**config.mk**
```make
export PLATFORM = sky130hd
export DESIGN_NAME = socket_ctrl_regs_flat
export DESIGN_NICKNAME = d
export VERILOG_FILES = /design/src/rtl/socket_ctrl_regs_if.sv /design/src/rtl/socket_ctrl_regs.sv /design/src/flat_wrapper.sv
export SDC_FILE = /design/constraint.sdc
export NUM_CORES = 1
export LEC_CHECK = 0
export ABC_AREA = 1
export CORE_MARGIN = 2
export CORE_UTILIZATION = 35
export DETAILED_ROUTE_END_ITERATION = 8
export GPL_ROUTABILITY_DRIVEN = 0
export GPL_TIMING_DRIVEN = 1
export SLEW_MARGIN = 20
export SYNTH_ARGS = -nofsm -noshare
export SYNTH_HDL_FRONTEND = slang
export SYNTH_SLANG_ARGS = --single-unit
```
**constraint.sdc**
```tcl
create_clock -name clk -period 11.1 [get_ports clk]
set_clock_uncertainty 0.05 [all_clocks]
set_input_delay 1.11 -clock clk [delete_from_list [all_inputs] [get_ports clk]]
set_output_delay 1.11 -clock clk [all_outputs]
set_load 0.03 [all_outputs]
```
**src/rtl/socket_ctrl_regs_if.sv**
```systemverilog
`default_nettype none
// ============================================================================
// Module   : socket_ctrl_regs_if
// Brief    : Control-port bundle between the clock-crossing bridge (master)
//            and the socket-side register file (slave).
// Revision : 1.0 - initial release
// ============================================================================
interface socket_ctrl_regs_if #(
  parameter int ADDR_W = 12,
  parameter int DATA_W = 32
);
  logic [ADDR_W-1:0] cl_ctrl_addr_ff;
  logic              cl_ctrl_ce_ff;
  logic              cl_ctrl_we_ff;
  logic [DATA_W-1:0] cl_ctrl_d_ff;
  logic [DATA_W-1:0] cl_ctrl_q_ff;
  logic              cl_done_ff;

  // Bridge side: drives the access, receives read data and done level.
  modport master (
    output cl_ctrl_addr_ff, cl_ctrl_ce_ff, cl_ctrl_we_ff, cl_ctrl_d_ff,
    input  cl_ctrl_q_ff, cl_done_ff
  );

  // Register-file side.
  modport slave (
    input  cl_ctrl_addr_ff, cl_ctrl_ce_ff, cl_ctrl_we_ff, cl_ctrl_d_ff,
    output cl_ctrl_q_ff, cl_done_ff
  );
endinterface
`default_nettype wire

```
**src/rtl/socket_ctrl_regs.sv**
```systemverilog
`default_nettype none
// ============================================================================
// Module   : socket_ctrl_regs
// Brief    : Socket-side control registers and kernel launch sequencer.
//            Holds kernel arguments, issues a one-cycle start pulse, tracks
//            busy/done and counts busy cycles.
//            Optional macro SOCKET_CTRL_TIMEOUT_EN adds the TIMEOUT register
//            at 0x004 and the STATUS.timeout flag.
// Revision : 1.0 - initial release
// ============================================================================
module socket_ctrl_regs #(
  parameter int NUM_ARGS = 8,
  parameter int ADDR_W   = 12,
  parameter int DATA_W   = 32,
  parameter int Q_LAT    = 1
) (
  input  wire logic                       clk,
  input  wire logic                       socket_reset,
  socket_ctrl_regs_if.slave               ctrl,
  output logic                            kernel_start,
  output logic                            kernel_busy,
  input  wire logic                       kernel_done,
  output logic [NUM_ARGS*DATA_W-1:0]      kernel_args
);

  localparam logic [ADDR_W-1:0] A_CTRL    = ADDR_W'(16'h000);
  localparam logic [ADDR_W-1:0] A_STATUS  = ADDR_W'(16'h001);
  localparam logic [ADDR_W-1:0] A_CYCLE   = ADDR_W'(16'h002);
  localparam logic [ADDR_W-1:0] A_SCRATCH = ADDR_W'(16'h003);
  localparam logic [ADDR_W-1:0] A_ARG0    = ADDR_W'(16'h010);

  localparam logic [1:0] S_IDLE  = 2'd0;
  localparam logic [1:0] S_START = 2'd1;
  localparam logic [1:0] S_BUSY  = 2'd2;
  localparam logic [1:0] S_DONE  = 2'd3;

  logic [1:0]        r_state;
  logic [1:0]        w_state_nxt;
  logic              r_done;
  logic              r_start_err;
  logic [DATA_W-1:0] r_cycle_cnt;
  logic [DATA_W-1:0] r_scratch;
  logic [DATA_W-1:0] r_args [NUM_ARGS];
  logic [DATA_W-1:0] r_q;
  logic [DATA_W-1:0] w_rdata;
  logic              w_done_out;

  // Access decode
  logic w_wr, w_rd;
  logic w_start_req, w_soft_clr, w_done_clr, w_err_clr;
  logic w_finish;
  logic w_tmo_hit;
  logic w_tmo_flag;

  assign w_wr = ctrl.cl_ctrl_ce_ff & ctrl.cl_ctrl_we_ff;
  assign w_rd = ctrl.cl_ctrl_ce_ff & ~ctrl.cl_ctrl_we_ff;

  assign w_start_req = w_wr && (ctrl.cl_ctrl_addr_ff == A_CTRL)   && ctrl.cl_ctrl_d_ff[0];
  assign w_soft_clr  = w_wr && (ctrl.cl_ctrl_addr_ff == A_CTRL)   && ctrl.cl_ctrl_d_ff[1];
  assign w_done_clr  = w_wr && (ctrl.cl_ctrl_addr_ff == A_STATUS) && ctrl.cl_ctrl_d_ff[1];
  assign w_err_clr   = w_wr && (ctrl.cl_ctrl_addr_ff == A_STATUS) && ctrl.cl_ctrl_d_ff[2];

  // A run ends on the kernel's completion pulse, or on the timeout limit.
  // kernel_done outside BUSY is dropped here.
  assign w_finish = (r_state == S_BUSY) && (kernel_done || w_tmo_hit);

`ifdef SOCKET_CTRL_TIMEOUT_EN
  localparam logic [ADDR_W-1:0] A_TIMEOUT = ADDR_W'(16'h004);

  logic [DATA_W-1:0] r_tmo_lim;
  logic              r_tmo;
  logic [DATA_W:0]   w_cnt_inc;
  logic              w_tmo_clr;

  // Extra bit keeps the saturated counter from wrapping into a false match.
  assign w_cnt_inc  = {1'b0, r_cycle_cnt} + (DATA_W+1)'(1);
  assign w_tmo_hit  = (r_state == S_BUSY) && (r_tmo_lim != '0) &&
                      (w_cnt_inc == {1'b0, r_tmo_lim});
  assign w_tmo_clr  = w_wr && (ctrl.cl_ctrl_addr_ff == A_STATUS) && ctrl.cl_ctrl_d_ff[3];
  assign w_tmo_flag = r_tmo;

  // Timeout limit register
  always_ff @(posedge clk or posedge socket_reset) begin
    if (socket_reset)
      r_tmo_lim <= '0;
    else if (w_wr && (ctrl.cl_ctrl_addr_ff == A_TIMEOUT))
      r_tmo_lim <= ctrl.cl_ctrl_d_ff;
  end

  // Sticky timeout flag; a new timeout beats a simultaneous clear
  always_ff @(posedge clk or posedge socket_reset) begin
    if (socket_reset)
      r_tmo <= 1'b0;
    else if (w_soft_clr)
      r_tmo <= 1'b0;
    else if (w_tmo_hit)
      r_tmo <= 1'b1;
    else if (w_tmo_clr)
      r_tmo <= 1'b0;
  end
`else
  assign w_tmo_hit  = 1'b0;
  assign w_tmo_flag = 1'b0;
`endif

  // FSM state register
  always_ff @(posedge clk or posedge socket_reset) begin
    if (socket_reset)
      r_state <= S_IDLE;
    else
      r_state <= w_state_nxt;
  end

  // FSM next state; soft_clear overrides every other event
  always_comb begin
    w_state_nxt = r_state;
    case (r_state)
      S_IDLE:  if (w_start_req) w_state_nxt = S_START;
      S_START: w_state_nxt = S_BUSY;
      S_BUSY:  if (w_finish) w_state_nxt = S_DONE;
      S_DONE: begin
        if (w_start_req)     w_state_nxt = S_START;
        else if (w_done_clr) w_state_nxt = S_IDLE;
      end
      default: w_state_nxt = S_IDLE;
    endcase
    if (w_soft_clr)
      w_state_nxt = S_IDLE;
  end

  // FSM outputs decoded from the current state
  always_comb begin
    kernel_start = (r_state == S_START);
    kernel_busy  = (r_state == S_BUSY);
    w_done_out   = (r_state == S_DONE);
  end

  assign ctrl.cl_done_ff = w_done_out;

  // Sticky done flag; completion beats a simultaneous write-1-to-clear
  always_ff @(posedge clk or posedge socket_reset) begin
    if (socket_reset)
      r_done <= 1'b0;
    else if (w_soft_clr)
      r_done <= 1'b0;
    else if (w_finish)
      r_done <= 1'b1;
    else if ((r_state == S_DONE) && w_start_req)
      r_done <= 1'b0;
    else if (w_done_clr)
      r_done <= 1'b0;
  end

  // Sticky start error: a start request while a launch is in flight
  always_ff @(posedge clk or posedge socket_reset) begin
    if (socket_reset)
      r_start_err <= 1'b0;
    else if (w_soft_clr)
      r_start_err <= 1'b0;
    else if (w_start_req && ((r_state == S_START) || (r_state == S_BUSY)))
      r_start_err <= 1'b1;
    else if (w_err_clr)
      r_start_err <= 1'b0;
  end

  // Busy-cycle counter: cleared at launch, saturating count while busy
  always_ff @(posedge clk or posedge socket_reset) begin
    if (socket_reset)
      r_cycle_cnt <= '0;
    else if (w_soft_clr || (r_state == S_START))
      r_cycle_cnt <= '0;
    else if ((r_state == S_BUSY) && (r_cycle_cnt != '1))
      r_cycle_cnt <= r_cycle_cnt + DATA_W'(1);
  end

  // Scratch and argument registers; writes accepted in any state
  always_ff @(posedge clk or posedge socket_reset) begin
    if (socket_reset) begin
      r_scratch <= '0;
      for (int i = 0; i < NUM_ARGS; i++)
        r_args[i] <= '0;
    end else if (w_wr) begin
      if (ctrl.cl_ctrl_addr_ff == A_SCRATCH)
        r_scratch <= ctrl.cl_ctrl_d_ff;
      for (int i = 0; i < NUM_ARGS; i++)
        if (ctrl.cl_ctrl_addr_ff == A_ARG0 + ADDR_W'(i))
          r_args[i] <= ctrl.cl_ctrl_d_ff;
    end
  end

  genvar gi;
  generate
    for (gi = 0; gi < NUM_ARGS; gi++) begin : g_args_out
      assign kernel_args[gi*DATA_W +: DATA_W] = r_args[gi];
    end
  endgenerate

  // Read mux; CTRL and unmapped addresses return zero
  always_comb begin
    w_rdata = '0;
    case (ctrl.cl_ctrl_addr_ff)
      A_STATUS: begin
        w_rdata[0] = (r_state == S_BUSY);
        w_rdata[1] = r_done;
        w_rdata[2] = r_start_err;
        w_rdata[3] = w_tmo_flag;
      end
      A_CYCLE:   w_rdata = r_cycle_cnt;
      A_SCRATCH: w_rdata = r_scratch;
`ifdef SOCKET_CTRL_TIMEOUT_EN
      A_TIMEOUT: w_rdata = r_tmo_lim;
`endif
      default: begin
        for (int i = 0; i < NUM_ARGS; i++)
          if (ctrl.cl_ctrl_addr_ff == A_ARG0 + ADDR_W'(i))
            w_rdata = r_args[i];
      end
    endcase
  end

  // Read data pipeline; q only changes when a read result arrives
  generate
    if (Q_LAT == 2) begin : g_q_lat2
      logic              r_rd_v;
      logic [DATA_W-1:0] r_rd_d;
      always_ff @(posedge clk or posedge socket_reset) begin
        if (socket_reset) begin
          r_rd_v <= 1'b0;
          r_rd_d <= '0;
          r_q    <= '0;
        end else begin
          r_rd_v <= w_rd;
          if (w_rd)
            r_rd_d <= w_rdata;
          if (r_rd_v)
            r_q <= r_rd_d;
        end
      end
    end else begin : g_q_lat1
      always_ff @(posedge clk or posedge socket_reset) begin
        if (socket_reset)
          r_q <= '0;
        else if (w_rd)
          r_q <= w_rdata;
      end
    end
  endgenerate

  assign ctrl.cl_ctrl_q_ff = r_q;

endmodule
`default_nettype wire
```
**src/flat_wrapper.sv**
```systemverilog
// flat-port wrapper written by rule: the top's interface ports become plain ports
module socket_ctrl_regs_flat 
#(
  parameter int NUM_ARGS = 8,
  parameter int ADDR_W   = 12,
  parameter int DATA_W   = 32,
  parameter int Q_LAT    = 1
)
  (clk, socket_reset, kernel_start, kernel_busy, kernel_done, kernel_args, ctrl_cl_ctrl_addr_ff, ctrl_cl_ctrl_ce_ff, ctrl_cl_ctrl_we_ff, ctrl_cl_ctrl_d_ff, ctrl_cl_ctrl_q_ff, ctrl_cl_done_ff);
  socket_ctrl_regs_if #(.ADDR_W(ADDR_W), .DATA_W(DATA_W)) ctrl_i ();
  input  wire logic clk;
  input  wire logic socket_reset;
  output logic kernel_start;
  output logic kernel_busy;
  input  wire logic kernel_done;
  output logic [NUM_ARGS*DATA_W-1:0] kernel_args;
  input wire logic [$bits(ctrl_i.cl_ctrl_addr_ff)-1:0] ctrl_cl_ctrl_addr_ff;
  input wire logic [$bits(ctrl_i.cl_ctrl_ce_ff)-1:0] ctrl_cl_ctrl_ce_ff;
  input wire logic [$bits(ctrl_i.cl_ctrl_we_ff)-1:0] ctrl_cl_ctrl_we_ff;
  input wire logic [$bits(ctrl_i.cl_ctrl_d_ff)-1:0] ctrl_cl_ctrl_d_ff;
  output wire logic [$bits(ctrl_i.cl_ctrl_q_ff)-1:0] ctrl_cl_ctrl_q_ff;
  output wire logic [$bits(ctrl_i.cl_done_ff)-1:0] ctrl_cl_done_ff;
  assign ctrl_i.cl_ctrl_addr_ff = ctrl_cl_ctrl_addr_ff;
  assign ctrl_i.cl_ctrl_ce_ff = ctrl_cl_ctrl_ce_ff;
  assign ctrl_i.cl_ctrl_we_ff = ctrl_cl_ctrl_we_ff;
  assign ctrl_i.cl_ctrl_d_ff = ctrl_cl_ctrl_d_ff;
  assign ctrl_cl_ctrl_q_ff = ctrl_i.cl_ctrl_q_ff;
  assign ctrl_cl_done_ff = ctrl_i.cl_done_ff;
  socket_ctrl_regs #(.NUM_ARGS(NUM_ARGS), .ADDR_W(ADDR_W), .DATA_W(DATA_W), .Q_LAT(Q_LAT)) u_core (.clk(clk), .socket_reset(socket_reset), .ctrl(ctrl_i), .kernel_start(kernel_start), .kernel_busy(kernel_busy), .kernel_done(kernel_done), .kernel_args(kernel_args));
endmodule
```
# Yosys cells after proc, flatten, opt, wreduce, memory -nomap -nowiden
# Index checks and enable logic that the tools add are counted.
# op_classes
addsub	1
eq_ne	18
muxes	25
n_bitwise	3
reduce_logical	27
# ops
cell	n
$mux 32	10
$eq 12x5->1 const B	8
$pmux 28 s3	1
$add 32x1->32 const B	1
$ne 32x32->1 const B	1
$eq 12x2->1 const B	2
$reduce_and 2->1	9
$eq 12x1->1 const B	1
$logic_not 12->1	1
$pmux 4 s3	1
$logic_and 1x1->1	10
$mux 2	5
$pmux 2 s4	1
$mux 1	7
$ne 3x1->1 const B	2
$eq 2x2->1 const B	2
$ne 4x1->1 const B	1
$reduce_bool 4->1	1
$reduce_and 3->1	1
$reduce_bool 3->1	1
$and 1x1->1	2
$eq 2x1->1 const B	1
$logic_not 2->1	1
$logic_or 1x1->1	2
other kinds (2)	2
# word_totals
ff_bits	356
in_bits	49
out_inout_bits	291
wordCells	88

# Longest topological paths before layout
# Gate-level depths: netlist of run 1.
# logic_depth
word_depth	10
depth_mapped	14

# Worst setup path after synthesis of run 1
# No wires, ideal clock.
# synth_path
kind	input port to flip-flop
start	input port ctrl_cl_ctrl_addr_ff[0]
end	register u_core.r_args, in the netlist u_core.kernel_args[59]
setup_ns	0.130
arrival_time_ns	2.245
required_ns	10.920
slack_ns	8.675
stages	9
n_path_buf	2
cell_sequence	buf_2 inv_2 nor2_2 nand2_4 nor2_2 nand2_1 clkbuf_1 nand2_1 o21ai_0
# synth_via
elab_chain_cells	2
# synth_rtl
item	line	text
start, declared	flat_wrapper.sv:17	input wire logic [$bits(ctrl_i.cl_ctrl_addr_ff)-1:0] ctrl_cl_ctrl_addr_ff;
$eq 12x5->1	socket_ctrl_regs.sv:186	if (ctrl.cl_ctrl_addr_ff == A_ARG0 + ADDR_W'(i))
$reduce_and 2->1 (no source line)	n/a	
end signal, assigned by index	socket_ctrl_regs.sv:187	r_args[i] <= ctrl.cl_ctrl_d_ff;
end, declared	socket_ctrl_regs.sv:43	logic [DATA_W-1:0] r_args [NUM_ARGS];
# No other way between the ends.
# A chain may end at the register's enable or synchronous reset.

# Worst setup path after layout of run 1
# layout_path
start	input port ctrl_cl_ctrl_addr_ff[9]
end	register u_core.r_args, in the netlist u_core.kernel_args[180]
# The elaborated chain is that of the path after synthesis.

==> results of run 1 <==
routing by layer:
layer	share of wire, %	GRT usage (%)	up-vias
met5	0	0	-
met1	44	35.0	7706
li1	-	-	7438
met2	44	37.9	662
met3	8.6	5.92	95
met4	2.9	7.40	0
cell families after synthesis:
kind of cell | after synthesis | share of synthesized area, %
flops | 356 | 52.8
compound gates | 420 | 13.1
buf+inv | 280 | 6.88
xor+xnor | 9 | 0.467
simple gates | 1014 | 26.4
fa+ha+maj | 5 | 0.370
how the worst max path moves through the flow:
stage / from / to / slack, ns / depth (start not counted)
3_5_place_dp: ctrl_cl_ctrl_addr_ff[1] / u_core.kernel_args[137]$_DFFE_PP0P_ / 6.39 / 6
2_1_floorplan: socket_reset / u_core.ctrl.cl_ctrl_q_ff[0]$_DFFE_PP0P_ / 0.06 / 1
6_report: ctrl_cl_ctrl_addr_ff[9] / u_core.kernel_args[180]$_DFFE_PP0P_ / 7.29 / 9
5_1_grt: ctrl_cl_ctrl_addr_ff[9] / u_core.kernel_args[181]$_DFFE_PP0P_ / 7.05 / 8
3_3_place_gp: ctrl_cl_ctrl_addr_ff[1] / u_core.kernel_args[240]$_DFFE_PP0P_ / 6.28 / 8
4_1_cts: ctrl_cl_ctrl_addr_ff[1] / u_core.kernel_args[137]$_DFFE_PP0P_ / 6.94 / 6
per-stage QoR:
stage          setup slack [ns]  utilization [%]
2_1_floorplan            0.0631                -
3_3_place_gp               6.28             43.3
3_5_place_dp               6.39             43.3
4_1_cts                    6.94             46.1
5_1_grt                    7.05             46.2
6_report                   7.29             46.2
power by group through the flow:
stage / combinational, mW / clock (mW) / sequential, mW
finish: 0.309 / 1.34 / 1.34
CTS: 0.308 / 1.36 / 1.34
global route: 0.335 / 1.41 / 1.34
floorplan: 0.179 / 0 / 1.38
detailed placement: 0.307 / 0 / 1.36
global placement: 0.304 / 0 / 1.36
final cells by class:
class	count	area [um2]
Multi-Input combinational cell	1448	6880
Tap cell	615	769
Fill cell	4695	25700
Clock buffer	61	1230
Clock inverter	11	95.1
Sequential cell	356	8910
Timing Repair Buffer	349	3470
Inverter	169	642
registers in the layout, summed over array words and instances (netlist names):
signal,flops
u_core.ctrl.cl_ctrl_q_ff,32
u_core.r_state,2
u_core.kernel_args,256
u_core.r_scratch,32
u_core.r_done,1
u_core.r_start_err,1
u_core.r_cycle_cnt,32
cells in the final DEF (no fill, tap or decap), drive strengths merged:
cell / n
a21boi: 1
a21oi: 24
a311oi: 4
a31oi: 15
and2: 10
buf: 10
bufinv: 1
clkbuf: 61
clkdlybuf4s50: 339
clkinv: 12
dfrtp: 356
ha: 5
inv: 167
nand2: 571
nand3: 149
nand3b: 2
nand4: 55
nor2: 196
nor3: 21
nor4: 9
o2111ai: 12
o211ai: 5
o21ai: 351
o31ai: 8
or3: 1
xor2: 9
worst max-delay path, stage by stage:
cell             delay (ns)
clkdlybuf4s50_1        0.42
nor2_1                 0.15
nand3_2                0.26
nor2_4                 0.62
nand2_2                0.15
nor2_4                 0.59
nand2_4                0.56
nand2_1                0.18
o21ai_0                0.10
==> key figures, run 1 <==
Finish
  • Fin cells: about 3,000
  • Antenna Cells: 0
  • Final-stage net count: between 2,000 and 2,500
  • Layout cells sized above 1: 5.85%
  • Post-route cell area: between 20,000 and 25,000 um2
  • Area growth syn-to-layout: 30.2%

Logic synthesis
  • Synth top cells by count: nand2_1 (555), dfrtp_1 (356), o21ai_0 (232), nor2_1 (177), inv_1 (153)
  • Syn_area_per_cell: 8.10 um2
  • Number of synthesized flops with an enable pin: 0
  • Net count after synthesis: between 2,000 and 2,500
  • Post-synthesis sequential area ratio: between 50% and 60%
  • Synth Cell Area: 16,900 um2
  • Post-synth top area cell: dfrtp_1
  • Number of synthesized register bits: between 300 and 400
  • Cell with the most instances after synthesis: nand2_1
  • Synthesis warning total: 0
  • Main flop type after synthesis: dfrtp_1
  • Post-synth top area share: roughly 53%
  • Post-synth cell types: 39
  • Area contributors post-synth: dfrtp_1 (53%), nand2_1 (12%), o21ai_0 (6.9%)
  • Cells after Synth: 2,084
  • Synth async-reset ratio: 100%

Pwr
  • Combinational share of power: between 10% and 20%
  • Power share of the clock group: between 40% and 50%
  • Net Sw Frac: a little over a quarter
  • Internal Pwr Total: approximately 2.2 mW
  • Net switching power: 798 uW
  • Pwr per Cell Area: 136 nW/um2
  • Total power: approximately 3.0 mW
  • Flop pwr share: 44.8%
  • Leakage: just over 9 nW
  • Max IR drop VDD: between 0.00008 and 0.00009 V

Timing
  • Hold Worst Slack: roughly 0.44 ns
  • Rel. slew slack: between 20% and 30%
  • Setup violators final: 0
  • RSZ-0062 raised after global routing: no
  • Post-layout min period: approximately 3.8 ns
  • Final Hold Violating Endpoints: 0
  • Worst slew pin tran: 1.06 ns
  • TNS Setup: 0 ns
  • F_max: 263 MHz
  • Fin. max-slew vios: 0
  • Final period util: between 30% and 40%

CTS
  • Num Clock Sinks: 356
  • CTS tree: yes
  • CTS resizes: 0
  • CTS clk-pin slew, worst paths: 0.06 ns
  • Clk_lat worst skew: approximately 0.56 ns
  • CTS Buffer Depth: 3
  • # Post-CTS Setup Buffers: 0
  • H-tree lvl count: 2
  • Post-cts hold buffer count: 0
  • Num CTS Buffers: 40
  • Root Driver: clkbuf_16

Floorplan
  • Die Ht: around 220 um
  • Starting density of the core: between 30 and 40%
  • Ports: between 300 and 400
  • Die Footprint: about 50,000 um2
  • Site Rows: 80
  • Horiz. Die Dim: 224 um
  • Core region area: approximately 48,000 um2

Worst setup path
  • Worst setup EP type: flip-flop
  • R2R setup slack: 8.54 ns
  • RR Endpoint: u_core.r_cycle_cnt[24]$_DFFE_PP0P_
  • Crit path launch type: primary input
  • Crit Reg-Reg Startpoint: u_core.r_cycle_cnt[0]$_DFFE_PP0P_
  • CP required: between 10 and 15 ns
  • Largest fanout on the critical path: 64
  • CP Class: primary input to flip-flop
  • Cells on worst reg2reg path: 11
  • Arrival time worst endpoint: between 4 and 5 ns

Detailed routing
  • Via count: ~16,000
  • Drt wl/cell: about 21 um
  • DR vias/cell: between 5 and 6
  • DRT iter0 DRCs: between 1,500 and 2,000
  • Final wirelength: around 63,000 um
  • First-pass iteration count of the detailed router: 7
  • DRC Markers: 0
  • Routed Antenna Nets: 0

Global routing
  • Gr ovfl total: 0
  • GRT Overall Usage: around a quarter
  • First-pass GRT wire length: roughly 94,000 um
  • Vias in the first global route: about 15,000
  • Initial antenna violation count: 0
  • Largest net degree at the start of global routing: 89

Worst hold path
  • HP Class: flip-flop to flip-flop
  • Hold Path End: u_core.ctrl.cl_ctrl_q_ff[9]$_DFFE_PP0P_
  • Worst Min Path Start: u_core.ctrl.cl_ctrl_q_ff[9]$_DFFE_PP0P_
  • Hold path depth: 2

Place
  • Placed cells: just under 3,000
  • DP Wirelength: approximately 46,000 um
  • IO Port Bufs: 339
  • Placed cell area: around 20,000 um2

Flow run
  • Max cap viols: 0

Run status
  • Status: finished clean
No activity file was read; power rests on OpenSTA's default activity.
==> run 2: changes to the inputs <==
==> constraint.sdc (replaced) <==
create_clock -name clk -period 3.1 [get_ports clk]
set_clock_uncertainty 0.05 [all_clocks]
set_input_delay 0.31 -clock clk [delete_from_list [all_inputs] [get_ports clk]]
set_output_delay 0.31 -clock clk [all_outputs]
set_load 0.03 [all_outputs]
==> run 2 against run 1 <==
Clock-buffer cell count shrank 3. Sequential power grew to 3.6 times the previous value. Sequential share of layout area shrank 0.56 points. Final area grew 1.4%. Via count grew 1.9%. Register-to-register slack lost 8.0 ns. Sequential cell count is the same. Critical endpoint is now u_core.r_cycle_cnt[24]$_DFFE_PP0P_. Combinational power grew to 3.8 times the previous value. Non-clock buffer count grew 45. Critical path depth grew 2. Highest routed layer unchanged.
==> key figures, run 2 (synthesis results as in run 1) <==
Run status
  • Status: finished clean

Place
  • IO Port Bufs: 339 (unchanged)
  • Placed cell area: 21,100 um2 (+2.1%)
  • Placed cells: 2,982 (+1.5%)
  • DP Wirelength: 48,900 um (+5.5%)

Floorplan
  • Ports: 340 (unchanged)
  • Site Rows: 80 (unchanged)
  • Core region area: 47,600 um2 (unchanged)
  • Die Ht: 224 um (unchanged)
  • Starting density of the core: 35.4% (unchanged)
  • Die Footprint: 50,000 um2 (unchanged)
  • Horiz. Die Dim: 224 um (unchanged)

Detailed routing
  • Routed Antenna Nets: 0 (unchanged)
  • Via count: 16,200 (+1.9%)
  • Drt wl/cell: 21.4 um (+2.4%)
  • DRC Markers: 0 (unchanged)
  • First-pass iteration count of the detailed router: 8 (+1)
  • Final wirelength: 65,200 um (+3.7%)
  • DRT iter0 DRCs: 1,768 (+13%)
  • DR vias/cell: 5.32 (+0.64%)

Global routing
  • Gr ovfl total: 0 (unchanged)
  • GRT Overall Usage: 26.1% (+1.2 points)
  • Initial antenna violation count: 0 (unchanged)
  • Largest net degree at the start of global routing: 65 (-27%)
  • First-pass GRT wire length: 99,100 um (+5.1%)
  • Vias in the first global route: 15,500 (+4.6%)

Worst setup path
  • Cells on worst reg2reg path: 11 (unchanged)
  • Largest fanout on the critical path: 21 (-67%)
  • CP required: 3.50 ns (-7.96 ns)
  • Crit-path cells: ha_1 -> nand2_1 -> nor2_2 -> nand2_2 -> nor2_2 -> nand3b_1 -> nand2_2 -> nand2_4 -> inv_2 -> nand2_1 -> o31ai_1
  • RR Endpoint: u_core.r_cycle_cnt[24]$_DFFE_PP0P_
  • CP Class: flip-flop to flip-flop
  • Worst setup EP type: flip-flop
  • WP buf/inv: 1 (unchanged)
  • Arrival time worst endpoint: 2.96 ns (-1.21 ns)
  • Crit path to: u_core.r_cycle_cnt[24]$_DFFE_PP0P_
  • Stages on worst setup path: 11 (+2)
  • Slowest cell on the critical path: dfrtp_1
  • Critical Path Source: u_core.r_cycle_cnt[0]$_DFFE_PP0P_
  • Crit Reg-Reg Startpoint: u_core.r_cycle_cnt[0]$_DFFE_PP0P_
  • Crit path largest cell delay: 0.37 ns (-0.25 ns)
  • Delay-heaviest family, CP: simple AND/OR/NAND/NOR gates
  • Crit path launch type: flip-flop
  • R2R setup slack: 0.54 ns (-8.00 ns)

CTS
  • # Post-CTS Setup Buffers: 0 (unchanged)
  • Clk_lat worst skew: 0.56 ns (about the same)
  • Num Clock Sinks: 356 (unchanged)
  • CTS resizes: 0 (unchanged)
  • CTS Buffer Depth: 3 (unchanged)
  • CTS clk-pin slew, worst paths: 0.06 ns (about the same)
  • Root Driver: clkbuf_16
  • CTS tree: yes
  • H-tree lvl count: 2 (unchanged)
  • Num CTS Buffers: 41 (+2.5%)
  • Post-cts hold buffer count: 0 (unchanged)

Timing
  • Hold Worst Slack: 0.254 ns (-0.182 ns)
  • Fin. max-slew vios: 0 (unchanged)
  • Worst slew pin tran: 0.904 ns (-0.158 ns)
  • Rel. slew slack: 39.6% (+11 points)
  • TNS Setup: 0 ns (unchanged)
  • Post-layout min period: 2.56 ns
  • Final Hold Violating Endpoints: 0 (unchanged)
  • RSZ-0062 raised after global routing: no
  • Setup violators final: 0 (unchanged)
  • F_max: between 300 and 400 MHz
  • Final period util: 82.5%

Finish
  • Antenna Cells: 0 (unchanged)
  • Most frequent cells in the layout: nand2_1 (554), dfrtp_1 (356), clkdlybuf4s50_1 (339)
  • Post-route cell area: 22,300 um2 (+1.4%)
  • Layout cells sized above 1: 7.20% (+1.3 points)
  • Max FFs per register: 256 (unchanged)
  • Final-stage net count: 2,464 (+1.9%)
  • Filler Cell Count: 4,595 (-2.1%)
  • Most common cell after layout, fill and taps aside: nand2_1
  • Fin cells: 3,047 (+1.3%)
  • Area growth syn-to-layout: 32.1%

Pwr
  • Max IR drop VDD: 0.000296 V (+270%)
  • Pwr per Cell Area: 476 nW/um2 (+250%)
  • Leakage: 9.39 nW (+1.4%)
  • Total power: 10.6 mW (+260%)

Worst hold path
  • HP Class: primary input to async pin

Flow run
  • Max cap viols: 0 (unchanged)
run 2: cell types whose count changed in the layout (fill, tap and decap cells not counted), sizes merged:
cell      before  now
buf           10   55
clkinv        12    5
clkbuf        61   58
bufinv         1    2
clkinvlp       0    1
inv          167  168
run 2: layout make-up:
class | count | area [um2] | share of cell area (%)
tap | 615 | 769 | 3.45
sequential | 356 | 8910 | 39.9
multi-input combinational | 1448 | 6820 | 30.6
clock inverter | 7 | 92.6 | 0.415
timing repair buffer | 394 | 3920 | 17.6
inverter | 169 | 638 | 2.86
clock buffer | 58 | 1150 | 5.16
run 2: report_power, final:
part | switching (mW) | total, mW | internal, mW
Sequential | 0.0744 | 4.79 | 4.72
Clock | 1.94 | 4.66 | 2.73
Combinational | 0.838 | 1.17 | 0.327
Total | 2.85 | 10.6 | 7.77
run 2: metrics by stage:
step | utilization [%] | worst slack [ns]
after CTS | 46.8 | 0.515
final | 46.8 | 0.541
after global routing | 46.8 | 0.340
after global placement | 44.2 | 0.422
after detailed placement | 44.2 | 0.391
after floorplan | - | -2.03
run 2: worst min-delay path by stage:
stage | startpoint | to | slack (ns) | cells past startpoint
after floorplan | u_core.r_scratch[11]$_DFFE_PP0P_ | u_core.r_scratch[11]$_DFFE_PP0P_ | 0.40 | 2
after global placement | u_core.r_scratch[25]$_DFFE_PP0P_ | u_core.r_scratch[25]$_DFFE_PP0P_ | 0.42 | 2
after detailed placement | u_core.r_scratch[25]$_DFFE_PP0P_ | u_core.r_scratch[25]$_DFFE_PP0P_ | 0.42 | 2
after CTS | socket_reset | u_core.kernel_args[220]$_DFFE_PP0P_ | 0.27 | 2
after global routing | socket_reset | u_core.ctrl.cl_ctrl_q_ff[1]$_DFFE_PP0P_ | 0.29 | 2
final | socket_reset | u_core.ctrl.cl_ctrl_q_ff[1]$_DFFE_PP0P_ | 0.25 | 2
run 2: worst register-to-register path: cells and delay by family (launching register included):
kind / cells / cell delay [ns]
flops: 1 / 0.37
compound gates: 1 / 0.06
buf+inv: 1 / 0.19
fa+ha+maj: 1 / 0.28
simple gates: 8 / 1.50
run 2: routing by layer:
| metal | up-vias | wire length, um | global-route usage [%] |
|---|---|---|---|
| li1 | 7509 | - | - |
| met1 | 7779 | 28600 | 37.7 |
| met2 | 800 | 28000 | 38.2 |
| met3 | 117 | 6450 | 6.43 |
| met4 | 0 | 2130 | 8.62 |
| met5 | - | 0 | 0 |
